**src/rtl/rvcpu_mem_arbiter.sv**
```systemverilog
// Two-requester arbiter sharing one single-port memory between rvcpu fetch and data ports.
// One transaction at a time. A ready pulse goes back to the owner, or the access times out with bus_err.
module rvcpu_mem_arbiter #(
    parameter int AW      = 32,
    parameter int DW      = 32,
    parameter int TIMEOUT = 64
) (
    input  logic            clk,
    input  logic            rst_n,
    input  logic            i_req,
    input  logic [AW-1:0]   i_addr,
    output logic            i_ready,
    output logic [DW-1:0]   i_rdata,
    input  logic            d_req,
    input  logic            d_we,
    input  logic [AW-1:0]   d_addr,
    input  logic [DW-1:0]   d_wdata,
    input  logic [DW/8-1:0] d_wstrb,
    output logic            d_ready,
    output logic [DW-1:0]   d_rdata,
    output logic            bus_err,
    output logic            mem_req,
    output logic            mem_we,
    output logic [AW-1:0]   mem_addr,
    output logic [DW-1:0]   mem_wdata,
    output logic [DW/8-1:0] mem_wstrb,
    input  logic            mem_ready,
    input  logic [DW-1:0]   mem_rdata
);
    localparam int CW = (TIMEOUT > 0) ? $clog2(TIMEOUT + 1) : 1;
    localparam logic [CW-1:0] CNT_LAST = (TIMEOUT > 0) ? CW'(TIMEOUT - 1) : '0;

    typedef enum logic {IDLE, BUSY} state_t;

    state_t            state_reg;
    logic              owner_reg;   // 0 = fetch, 1 = data
    logic              last_reg;
    logic [CW-1:0]     cnt_reg;
    logic              mem_req_reg;
    logic              mem_we_reg;
    logic [AW-1:0]     mem_addr_reg;
    logic [DW-1:0]     mem_wdata_reg;
    logic [DW/8-1:0]   mem_wstrb_reg;

    logic busy;
    logic timeout_hit;
    logic done;
    logic pick_d;

    assign busy        = (state_reg == BUSY);
    assign timeout_hit = (TIMEOUT > 0) && busy && (cnt_reg == CNT_LAST);
    assign done        = busy && (mem_ready || timeout_hit);
    // On a conflict the requester that did not win last time is served.
    assign pick_d      = d_req && (!i_req || (last_reg == 1'b0));

    always_ff @(posedge clk or negedge rst_n) begin
        if (!rst_n) begin
            state_reg     <= IDLE;
            owner_reg     <= 1'b0;
            last_reg      <= 1'b0;
            cnt_reg       <= '0;
            mem_req_reg   <= 1'b0;
            mem_we_reg    <= 1'b0;
            mem_addr_reg  <= '0;
            mem_wdata_reg <= '0;
            mem_wstrb_reg <= '0;
        end else begin
            case (state_reg)
                IDLE: begin
                    if (i_req || d_req) begin
                        state_reg   <= BUSY;
                        owner_reg   <= pick_d;
                        last_reg    <= pick_d;
                        cnt_reg     <= '0;
                        mem_req_reg <= 1'b1;
                        if (pick_d) begin
                            mem_we_reg    <= d_we;
                            mem_addr_reg  <= d_addr;
                            mem_wdata_reg <= d_wdata;
                            mem_wstrb_reg <= d_we ? d_wstrb : '0;
                        end else begin
                            mem_we_reg    <= 1'b0;
                            mem_addr_reg  <= i_addr;
                            mem_wdata_reg <= '0;
                            mem_wstrb_reg <= '0;
                        end
                    end
                end
                BUSY: begin
                    if (done) begin
                        state_reg   <= IDLE;
                        mem_req_reg <= 1'b0;
                        cnt_reg     <= '0;
                    end else if (cnt_reg != '1) begin
                        // Saturating, so a disabled timeout never wraps the counter.
                        cnt_reg <= cnt_reg + 1'b1;
                    end
                end
                default: state_reg <= IDLE;
            endcase
        end
    end

    assign mem_req   = mem_req_reg;
    assign mem_we    = mem_we_reg;
    assign mem_addr  = mem_addr_reg;
    assign mem_wdata = mem_wdata_reg;
    assign mem_wstrb = mem_wstrb_reg;

    // A real completion beats a coincident timeout, so rdata is forwarded only with mem_ready.
    assign i_ready = done && !owner_reg;
    assign d_ready = done &&  owner_reg;
    assign i_rdata = (busy && !owner_reg && mem_ready) ? mem_rdata : '0;
    assign d_rdata = (busy &&  owner_reg && mem_ready) ? mem_rdata : '0;
    assign bus_err = timeout_hit && !mem_ready;

endmodule

```
**config.mk**
```make
export PLATFORM = sky130hd
export DESIGN_NAME = rvcpu_mem_arbiter
export DESIGN_NICKNAME = d
export VERILOG_FILES = /design/src/rtl/rvcpu_mem_arbiter.sv
export SDC_FILE = /design/constraint.sdc
export NUM_CORES = 1
export LEC_CHECK = 0
export BUFFER_PORTS_ARGS = -buffer_cell sky130_fd_sc_hd__buf_4
export CAP_MARGIN = 20
export CORE_MARGIN = 5
export CORE_UTILIZATION = 40
export CTS_BUF_LIST = sky130_fd_sc_hd__clkbuf_8
export CTS_CLUSTER_DIAMETER = 40
export CTS_CLUSTER_SIZE = 40
export DETAILED_ROUTE_END_ITERATION = 10
export GPL_TIMING_DRIVEN = 0
export PLACE_DENSITY = 0.79
export SETUP_SLACK_MARGIN = 0.5
export SLEW_MARGIN = 40
export SYNTH_ARGS = -nofsm -noshare
export SYNTH_HDL_FRONTEND = slang
export SYNTH_SLANG_ARGS = --single-unit
```
**constraint.sdc**
```tcl
create_clock -name clk -period 1.9 [get_ports clk]
set_input_delay 0.19 -clock clk [delete_from_list [all_inputs] [get_ports clk]]
set_output_delay 0.19 -clock clk [all_outputs]
set_load 0.01 [all_outputs]
```
[Yosys cells after proc, flatten, opt, wreduce, memory -nomap -nowiden]
Index checks and enable logic that the tools add are counted.
Operators by class
  bitwise logic cells: 2
  multiplexer cells: 17
  add/sub/neg operators: 1
  reduce and logical (&&, ||, !) cells: 19
  equality and inequality tests: 5
Operators with widths (count)
  $mux W32: 4
  $mux W7: 3
  $pmux W7 S2: 1
  $logic_and A1 B1 Y1: 10
  $mux W4: 2
  $add A7 B1 Y7 const B: 1
  $eq A7 B6 Y1 const B: 1
  $ne A7 B7 Y1 const B: 1
  $reduce_and A2 Y1: 3
  $mux W1: 5
  $pmux W1 S2: 2
  $logic_not A1 Y1: 3
  $logic_or A1 B1 Y1: 3
  $ne A3 B1 Y1 const B: 1
  $ne A2 B1 Y1 const B: 1
  $ne A2 B2 Y1 const B: 1
  $not A1 Y1: 2
Word-level totals
  logic and storage cells: 52
  register bits: 79
  output and inout bits: 137

[Longest topological paths before layout]
Gate-level depths: netlist of run 1.
  word-level depth: 6
  gate-level depth with buffers: 6
  mapped depth without buffers: 5

[Worst setup path after synthesis of run 1]
No wires, ideal clock.
  path type: reg2reg
  start: reg cnt_reg[0]
  end: reg cnt_reg[0]
  clock period less this slack: 1.439 ns
  stages on the path, launching flop included: 6
  setup time: 0.125 ns
  arrival time: 1.314 ns
  path slack: 0.461 ns
  path through: dfrtp_1 -> ha_1 -> nand4_2 -> o21bai_4 -> nor2_1 -> mux2_2
On the way
  word-level cells in the longest chain between the ends: 6
  elaborated cells on any way between the ends: 11
  classes of those cells: add/sub: 1; eq/ne: 3; mux: 3; reduce/logical: 4
RTL lines
  start, declared: line 38  | logic [CW-1:0] cnt_reg;
  start signal, assigned: line 96  | cnt_reg <= cnt_reg + 1'b1;
  branches (longest 6 deep; another with $add A7 B1 Y7)
Several ways; the timed one is not identified. The select of a mux whose other input is x is not followed.
A chain may end at the register's enable or synchronous reset.

[Final worst setup path of run 1]
  start: reg cnt_reg[0]
  end: out bus_err
On the way
  word-level cells in the longest chain between the ends: 3
RTL lines
  $eq A7 B6 Y1: line 51  | assign timeout_hit = (TIMEOUT > 0) && busy && (cnt_reg == CNT_LAST);
  $logic_and A1 B1 Y1: line 51
  $logic_and A1 B1 Y1: line 115  | assign bus_err = timeout_hit && !mem_ready;
  end, declared: line 21  | output logic bus_err,
No other way between the ends.

==> results_dict.tcl, run 1 <==
set metrics [dict create \
    max_freq_mhz 590 \
    rsz0062_at_grt "true" \
    critPathLaunchType "register" \
    crit_arrival_ns 1.51 \
    hpwl_mm 10.4 \
    synth_top_flop_cell "dfrtp_1" \
    die_x_um 107 \
    clock_latency_ns 0.34 \
    drtPass1Iterations 4 \
    via_per_inst 5.10 \
    worst_pin_slew_ns 0.709 \
    crit_slowest_cell "dfrtp_1" \
    grt.overflow.total 0 \
    skew_ns 0.0105 \
    grt_pass1_wl_mm 21.8 \
    cp_num_buf_inv 2 \
    path_class "reg -> out" \
    wl_per_cell_um 19.0 \
    synth_seq_cells 79 \
    root_buffer "clkbuf_8" \
    drc_errors 0 \
    finalNetCount 823 \
    maxCapViolCount 0 \
    status "complete, no violations" \
    final.setup.worst_slack_ns 0.204 \
    design.core.area_mm2 0.00920 \
    rows 35 \
    first_global_vias 4339 \
    antenna_cells 0 \
    post-route-util 0.812 \
    syn_nets 488 \
    setup_viol 0 \
    place_congestion 0.779 \
    fin_crit_ns 1.70 \
    slew_violations 0 \
    required_ns 1.71 \
    dieArea_mm2 0.0114 \
    p_leak_nw 3.86 \
    max_stage_delay_ns 0.41 \
    synth_area_leaders "dfrtp_1 53%, and2_1 11%, mux2i_1 8.5%, a22o_1 8.4%, o21ai_0 4.4%" \
    ys_warn_count 0 \
    clk_pin_slew_ns 0.09 \
    path_delay_family "flip-flops" \
    post-route-period-util 0.892 \
    crit_chain "ha_4 -> nand4_4 -> buf_4 -> nor3_4 -> buf_6" \
    hold_viol_final 0 \
    drive_above_1_share 0.627 \
    tritoncts "built" \
    ys_types 32 \
    synth.most_common_cell "dfrtp_1" \
    syn2layout_area_growth_pct 99.2 \
    synth_top_area_cell "dfrtp_1" \
    grt_use_total 0.242 \
    p_per_area_mw_per_mm2 1050 \
    ys_seq_area_frac 0.528 \
    dp_slack_ns 0.120 \
    antenna_left 0 \
    first_iter_violations 85 \
    yosys-top-cells-count "79 x dfrtp_1, 64 x and2_1, 37 x nand2_1, 36 x a22o_1, 33 x o21ai_0" \
    peakVddDrop_v 0.000553 \
    min_path_type "in -> reg" \
    hold_ws_ns 0.0546 \
    fill_cells 540 \
    syn_area_per_cell_um2 10.7 \
    die_h_um 107 \
    start_util 0.407 \
    synth_edf_count 0 \
    tns_ns 0 \
    grt_max_degree 80 \
    port_buffers 274 \
    power_w 0.00786 \
    async_flop_share 1.00 \
    ioPinCount 275 \
    maxSlewHeadroom 0.527 \
    numCtsBuffers 9 \
    vias 4082 \
    critPathCaptureType "primary output" \
    cp_max_fo 3 \
    syn-cell-area_mm2 0.00375 \
    htree_levels 3 \
    cts_max_path_buffers 2 \
    antenna_found_initial 0 \
    cts_sinks 79 \
    drt-total-wl_mm 15.2 \
    synth_top_area_share 0.528 \
    synth_cells 349 \
]
[routing by layer]
metal  wire [um]  GRT usage
met1        5240      0.255
met4         395     0.0858
met3        1100     0.0650
met5           0          0
met2        8440      0.460
[cells by family after synthesis]
kind of cell / count (synthesis) / share of synthesized area
buffers and inverters: 29 / 0.0414
AOI/OAI and AO/OA: 85 / 0.165
and+or+nand+nor: 122 / 0.174
DFF: 79 / 0.528
adders and majority gates: 1 / 0.00334
muxes: 33 / 0.0885
[through the flow]
step | instance area [um^2] | std cells
CTS | 6960 | 789
floorplan | 3770 | 349
global placement | 5960 | 734
finish | 7470 | 800
global route | 7470 | 800
detailed placement | 5970 | 734
[repair_timing]
| item | CTS | global route |
|---|---|---|
| gates cloned | 10 | 4 |
| pin swaps | 14 | 49 |
| setup buffers | 28 | 7 |
| gates resized for setup | 111 | 126 |
| hold buffers | 1 | 0 |
| endpoints found under the setup margin | 144 | 143 |
| hold endpoints to repair | 79 | 0 |
[power breakdown]
part	internal (W)	switching [W]
clock network	0.000783	0.000639
registers	0.00221	0.000330
logic	0.00226	0.00164
total	0.00525	0.00261
[worst paths after layout]
path | start | endpoint | slack (ns) | cells past startpoint
max in group asynchronous | rst_n | last_reg$_DFFE_PN0P_ | 0.95 | 2
worst max-delay path | cnt_reg[0]$_DFFE_PN0P_ | bus_err | 0.20 | 5
worst min register to register | mem_addr[12]$_DFFE_PN0P_ | mem_addr[12]$_DFFE_PN0P_ | 0.49 | 2
worst min-delay path | d_wdata[21] | mem_wdata[21]$_DFFE_PN0P_ | 0.05 | 2
min in group asynchronous | rst_n | mem_addr[23]$_DFFE_PN0P_ | 0.44 | 2
worst max register to register | last_reg$_DFFE_PN0P_ | mem_addr[25]$_DFFE_PN0P_ | 0.25 | 8
[worst register-to-register path: stages (launching register included)]
cell      delay, ns
dfrtp_2        0.46
buf_6          0.14
a21boi_2       0.12
buf_6          0.17
buf_12         0.12
buf_6          0.10
buf_16         0.11
mux2i_1        0.26
o21ai_1        0.08
[cells in the final DEF (no fill, tap or decap), types with 2 or more instances in the layout]
master     synthesis  layout
clkinv_4           0       2
nand3_1            2       2
mux2i_2            0       4
a22o_1            36      36
a32o_1             4       4
nor2_1             9       5
o211ai_1           2       2
o21ai_1            2      29
nand2_1           37      35
buf_4              4     257
dfrtp_1           79      77
o21a_1             2       2
inv_1              4       3
buf_12             0       6
and2_1            64      31
dfrtp_2            0       2
clkbuf_8           0      13
mux2i_1           32      24
o21ai_2            1       6
and2_4             0      33
clkbuf_2           0       3
o21bai_4           1       2
bufinv_16          0       2
clkbuf_16          0       3
buf_16             0       8
buf_8              0      11
buf_6              3      56
nor2_4             0       3
mux2i_4            0       4
[area by class of cell]
type                            count  area [um^2]  area share
Clock inverter                      6         91.3      0.0122
Tap cell                          111          139      0.0186
Clock buffer                       10          138      0.0184
Timing Repair Buffer              324         2900       0.388
Buffer                             25          317      0.0424
Sequential cell                    79         1980       0.265
Inverter                            4         15.0     0.00201
Multi-Input combinational cell    241         1890       0.253
Note: power is estimated with default switching activity, not from simulation.
==> run 2, diff against run 1 <==
--- a/config.mk
+++ b/config.mk
@@ -7,14 +7,18 @@
 export LEC_CHECK = 0
 export BUFFER_PORTS_ARGS = -buffer_cell sky130_fd_sc_hd__buf_4
 export CAP_MARGIN = 20
+export CELL_PAD_IN_SITES_DETAIL_PLACEMENT = 1
+export CELL_PAD_IN_SITES_GLOBAL_PLACEMENT = 1
 export CORE_MARGIN = 5
-export CORE_UTILIZATION = 40
+export CORE_UTILIZATION = 29
 export CTS_BUF_LIST = sky130_fd_sc_hd__clkbuf_8
 export CTS_CLUSTER_DIAMETER = 40
 export CTS_CLUSTER_SIZE = 40
 export DETAILED_ROUTE_END_ITERATION = 10
 export GPL_TIMING_DRIVEN = 0
-export PLACE_DENSITY = 0.79
+export HOLD_SLACK_MARGIN = 0.1
+export PLACE_DENSITY_LB_ADDON = 0.1
+export RECOVER_POWER = 50
 export SETUP_SLACK_MARGIN = 0.5
 export SLEW_MARGIN = 40
 export SYNTH_ARGS = -nofsm -noshare
==> results_dict.tcl, run 2 (synthesis results as in run 1) <==
set metrics [dict create \
    status "complete, no violations" \
    p_leak_nw 3.70 \
    grt_use_total 0.221 \
    rows 41 \
    clkPwrFrac 0.172 \
    drc_errors 0 \
    grt.overflow.total 0 \
    placed_cells 795 \
    place_congestion 0.778 \
    hold_viol_final 0 \
    antenna_found_initial 0 \
    critPathCaptureType "register" \
    hpwl_mm 11.8 \
    first_global_vias 4877 \
    cp_max_fo 8 \
    min_path_type "in -> reg" \
    clk_pin_slew_ns 0.09 \
    max_freq_mhz 571 \
    mostFrequentLayoutCell "buf_4" \
    switchingPower_w 0.00267 \
    port_buffers 274 \
    fill_cells 1394 \
    numCtsBuffers 9 \
    vias 4249 \
    p_sw_frac 0.369 \
    antenna_left 0 \
    layout.cells.non_filler 904 \
    max_stage_delay_ns 0.45 \
    crit_slowest_cell "dfrtp_2" \
    die_h_um 124 \
    rsz0062_at_grt "true" \
    via_per_inst 4.70 \
    grt_max_degree 80 \
    p_per_area_mw_per_mm2 956 \
    critPathLaunchType "register" \
    tns_ns 0 \
    timing.critical_path.mode_cell "buf_6" \
    post-route-period-util 0.921 \
    grt_pass1_wl_mm 25.8 \
    cp_num_buf_inv 6 \
    slew_violations 0 \
    seqPwrFrac 0.349 \
    wl_per_cell_um 20.2 \
    syn2layout_area_growth_pct 102 \
    root_buffer "clkbuf_8" \
    die_x_um 124 \
    maxCapViolCount 0 \
    drtPass1Iterations 4 \
    crit_arrival_ns 2.05 \
    finalNetCount 866 \
    start_util 0.297 \
    maxSlewHeadroom 0.405 \
    setup_viol 0 \
    cts_sinks 79 \
    crit_chain "buf_6 -> buf_6 -> a21boi_2 -> buf_6 -> and2b_2 -> buf_8 -> buf_12 -> buf_16 -> a22o_1" \
    dieArea_mm2 0.0153 \
    cts_max_path_buffers 2 \
    first_iter_violations 159 \
    clock_latency_ns 0.36 \
    p_int_w 0.00457 \
    required_ns 2.20 \
    skew_ns 0.0121 \
    layout_common_cells "192 x buf_4, 77 x dfrtp_1, 73 x clkbuf_1" \
    tritoncts "built" \
    path_class "reg -> reg" \
    design.core.area_mm2 0.0126 \
    fin_crit_ns 1.75 \
    antenna_cells 0 \
    ioPinCount 275 \
    worst_pin_slew_ns 0.892 \
    power.share.combinational 0.478 \
    drive_above_1_share 0.471 \
    htree_levels 3 \
    drt-total-wl_mm 18.3 \
    peakVddDrop_v 0.000444 \
    path_delay_family "buffers and inverters" \
]
-- run 2: worst register-to-register path: stages, from the launching register on --
cell	delay [ns]
dfrtp_2	0.45
buf_6	0.13
buf_6	0.10
a21boi_2	0.13
buf_6	0.16
and2b_2	0.20
buf_8	0.16
buf_12	0.12
buf_16	0.10
a22o_1	0.14
-- run 2: final cells by class --
class,instances,area [um^2],area share
Clock inverter,4,28.8,0.00380
Timing Repair Buffer,367,3010,0.397
Multi-Input combinational cell,241,1880,0.248
Inverter,4,15.0,0.00198
Sequential cell,79,1980,0.261
Buffer,25,285,0.0377
Tap cell,172,215,0.0284
Clock buffer,12,165,0.0218
-- run 2: metal layers --
| metal | up-vias | routed length [um] | track usage |
|---|---|---|---|
| met3 | 31 | 1570 | 0.0640 |
| met4 | 0 | 579 | 0.0789 |
| met1 | 2064 | 6020 | 0.224 |
| li1 | 1966 | - | - |
| met5 | - | 0 | 0 |
| met2 | 188 | 10100 | 0.425 |
-- run 2: final timing paths --
kind                                          start                        to  slack (ns)  cells after the start
setup / recovery               last_reg$_DFFE_PN0P_  mem_wdata[1]$_DFFE_PN0P_        0.15                      9
hold / removal                           i_addr[26]  mem_addr[26]$_DFFE_PN0P_        0.11                      3
setup reg to reg               last_reg$_DFFE_PN0P_  mem_wdata[1]$_DFFE_PN0P_        0.15                      9
hold reg to reg            mem_addr[20]$_DFFE_PN0P_  mem_addr[20]$_DFFE_PN0P_        0.49                      2
max in group asynchronous                     rst_n      last_reg$_DFFE_PN0P_        0.65                      3
min in group asynchronous                     rst_n   mem_addr[9]$_DFFE_PN0P_        0.48                      2
-- run 2: through the flow --
stage / utilization / total power, W / instance area, um^2 / setup slack [ns] / hold WS [ns]
after floorplan: - / 0.00375 / 3770 / 0.517 / -0.106
after global placement: 0.479 / 0.00538 / 6040 / 0.145 / 0.408
after CTS: 0.578 / 0.00726 / 7290 / 0.164 / 0.100
after detailed placement: 0.479 / 0.00545 / 6040 / 0.139 / 0.288
final: 0.600 / 0.00724 / 7570 / 0.150 / 0.110
after global routing: 0.600 / 0.00768 / 7570 / 0.0817 / 0.107
-- run 2: power by group through the flow --
| stage | combinational [W] | clock [W] | sequential (W) |
|---|---|---|---|
| after global placement | 0.00285 | 0 | 0.00253 |
| after CTS | 0.00345 | 0.00128 | 0.00253 |
| after floorplan | 0.000992 | 0 | 0.00276 |
| after detailed placement | 0.00290 | 0 | 0.00256 |
| after global routing | 0.00372 | 0.00136 | 0.00259 |
| final | 0.00346 | 0.00125 | 0.00253 |
-- run 2: what timing repair did --
item / CTS / global route
gates resized for setup: 82 / 109
hold endpoints to repair: 120 / 1
gates cloned: 5 / 5
hold buffers: 45 / 2
setup buffers: 25 / 10
pin swaps: 12 / 39
setup endpoints to repair: 144 / 146
==> run 3, diff against run 2 <==
--- a/config.mk
+++ b/config.mk
@@ -9,7 +9,6 @@
 export CAP_MARGIN = 20
 export CELL_PAD_IN_SITES_DETAIL_PLACEMENT = 1
 export CELL_PAD_IN_SITES_GLOBAL_PLACEMENT = 1
-export CORE_MARGIN = 5
 export CORE_UTILIZATION = 29
 export CTS_BUF_LIST = sky130_fd_sc_hd__clkbuf_8
 export CTS_CLUSTER_DIAMETER = 40
==> results_dict.tcl, run 3 (synthesis results as in run 1) <==
set metrics [dict create \
    status "complete, no violations" \
    grt_util_met2 0.474 \
    die_x_um 116 \
    grt_max_degree 80 \
    tritoncts "built" \
    min_path_type "in -> reg" \
    top_usage_layer "met2" \
    hold_start "i_addr[24]" \
    p_per_area_mw_per_mm2 949 \
    antenna_found_initial 1 \
    die_h_um 116 \
    hold_ws_ns 0.0944 \
    place_congestion 0.844 \
    p_leak_nw 3.91 \
    grt_pass1_wl_mm 24.3 \
    rows 41 \
    ioPinCount 275 \
    hold_viol_final 0 \
    rr_worst_depth 9 \
    slew_violations 0 \
    maxSlewHeadroom 0.263 \
    critPathLaunchType "register" \
    post-route-period-util 0.946 \
    fin_crit_ns 1.80 \
    grt.met3_usage 0.0549 \
    r2r-start "last_reg$_DFFE_PN0P_" \
    cts_sinks 79 \
    layout_common_cells "160 x buf_4, 88 x buf_6, 77 x dfrtp_1" \
    hpwl_mm 10.8 \
    mostFrequentLayoutCell "buf_4" \
    setup_viol 0 \
    rsz0062_at_grt "true" \
    via_per_inst 4.77 \
    crit_arrival_ns 2.10 \
    root_buffer "clkbuf_8" \
    skew_ns 0.0119 \
    worst_pin_slew_ns 1.11 \
    finalNetCount 892 \
    grt_util_met1 0.249 \
    clk_pin_slew_ns 0.09 \
    wl_per_cell_um 20.9 \
    design.core.area_mm2 0.0126 \
    grt.overflow.total 0 \
    required_ns 2.21 \
    grt_use_total 0.243 \
    drtPass1Iterations 4 \
    port_buffers 274 \
    reg2reg_setup_slack_ns 0.10 \
    final.setup.worst_slack_ns 0.102 \
    htree_levels 3 \
    cp_max_fo 8 \
    critPathCaptureType "register" \
    cts_max_path_buffers 2 \
    r2r_end "mem_wdata[9]$_DFFE_PN0P_" \
    peakVddDrop_v 0.000415 \
    drc_errors 0 \
    vias 4440 \
    max_freq_mhz 556 \
    drive_above_1_share 0.526 \
    start_util 0.297 \
    dieArea_mm2 0.0134 \
    drt-total-wl_mm 19.5 \
    power_w 0.00777 \
    antenna_left 0 \
    dp_slack_ns -0.00278 \
    path_class "reg -> reg" \
    syn2layout_area_growth_pct 118 \
    first_global_vias 4626 \
    min_path_cells 3 \
    first_iter_violations 206 \
    clock_latency_ns 0.37 \
    holdPathEnd "mem_addr[24]$_DFFE_PN0P_" \
    maxCapViolCount 0 \
    numCtsBuffers 9 \
]
## run 3: cell types whose count changed in the layout (fill, tap and decap cells not counted), sizes merged
| cell | previous run | this run |
|---|---|---|
| inv | 6 | 7 |
| clkbuf | 90 | 89 |
| clkinv | 1 | 0 |
| bufinv | 0 | 1 |
| dlygate4sd3 | 47 | 64 |
| bufbuf | 0 | 1 |
| diode | 0 | 1 |
| buf | 267 | 274 |
| clkinvlp | 1 | 2 |
## run 3: area by class of cell
class	count	area [um^2]
fillers	1341	4440
repair buffers	393	3430
multi-input cells	241	2030
flip-flops and latches	79	1980
plain buffers	25	305
well taps	172	215
clock buffers	10	138
clock inverters	6	61.3
inverters	4	15.0
diodes	1	2.50
## run 3: worst max-delay path by stage
stage,startpoint,endpoint,cells past startpoint
4_1_cts,cnt_reg[0]$_DFFE_PN0P_,d_ready,6
3_3_place_gp,i_req,mem_addr[4]$_DFFE_PN0P_,5
3_5_place_dp,i_req,mem_addr[3]$_DFFE_PN0P_,5
5_1_grt,cnt_reg[6]$_DFFE_PN0P_,i_ready,5
6_report,last_reg$_DFFE_PN0P_,mem_wdata[9]$_DFFE_PN0P_,9
2_1_floorplan,cnt_reg[1]$_DFFE_PN0P_,cnt_reg[0]$_DFFE_PN0P_,5
## run 3: repair_timing
action / in CTS / in global routing
hold buffers: 63 / 1
cloned: 9 / 5
endpoints found under the hold margin: 131 / 1
gates resized for setup: 105 / 192
endpoints found under the setup margin: 144 / 146
pin swaps: 12 / 72
setup buffers: 28 / 13
## run 3: report_power, final
group	switching [W]	internal [W]	leakage, nW
Combinational	0.00182	0.00208	2.80
Clock	0.000674	0.000639	0.102
Sequential	0.000345	0.00221	1.00
## run 3: routing by layer
metal | up-vias | wire (um) | share of wire
li1 | 2022 | - | -
met1 | 2187 | 6810 | 0.35
met2 | 196 | 10800 | 0.56
met3 | 35 | 1200 | 0.062
met4 | 0 | 614 | 0.032
met5 | - | 0 | 0
## run 3: through the flow
stage               utilization  cell area [um^2]  std cells  setup TNS (ns)
finish                    0.648              8180        931               0
global route              0.648              8180        931               0
CTS                       0.598              7540        911               0
detailed placement        0.479              6040        795        -0.00278
global placement          0.479              6040        795               0
floorplan                     -              3770        349               0
## run 3: worst max-delay path, cell delays in order, from the launching register on
cell	delay (ns)
dfrtp_2	0.45
buf_6	0.13
buf_6	0.11
a21boi_2	0.15
buf_6	0.18
and2b_2	0.21
buf_12	0.15
buf_12	0.11
buf_16	0.10
a22o_1	0.15
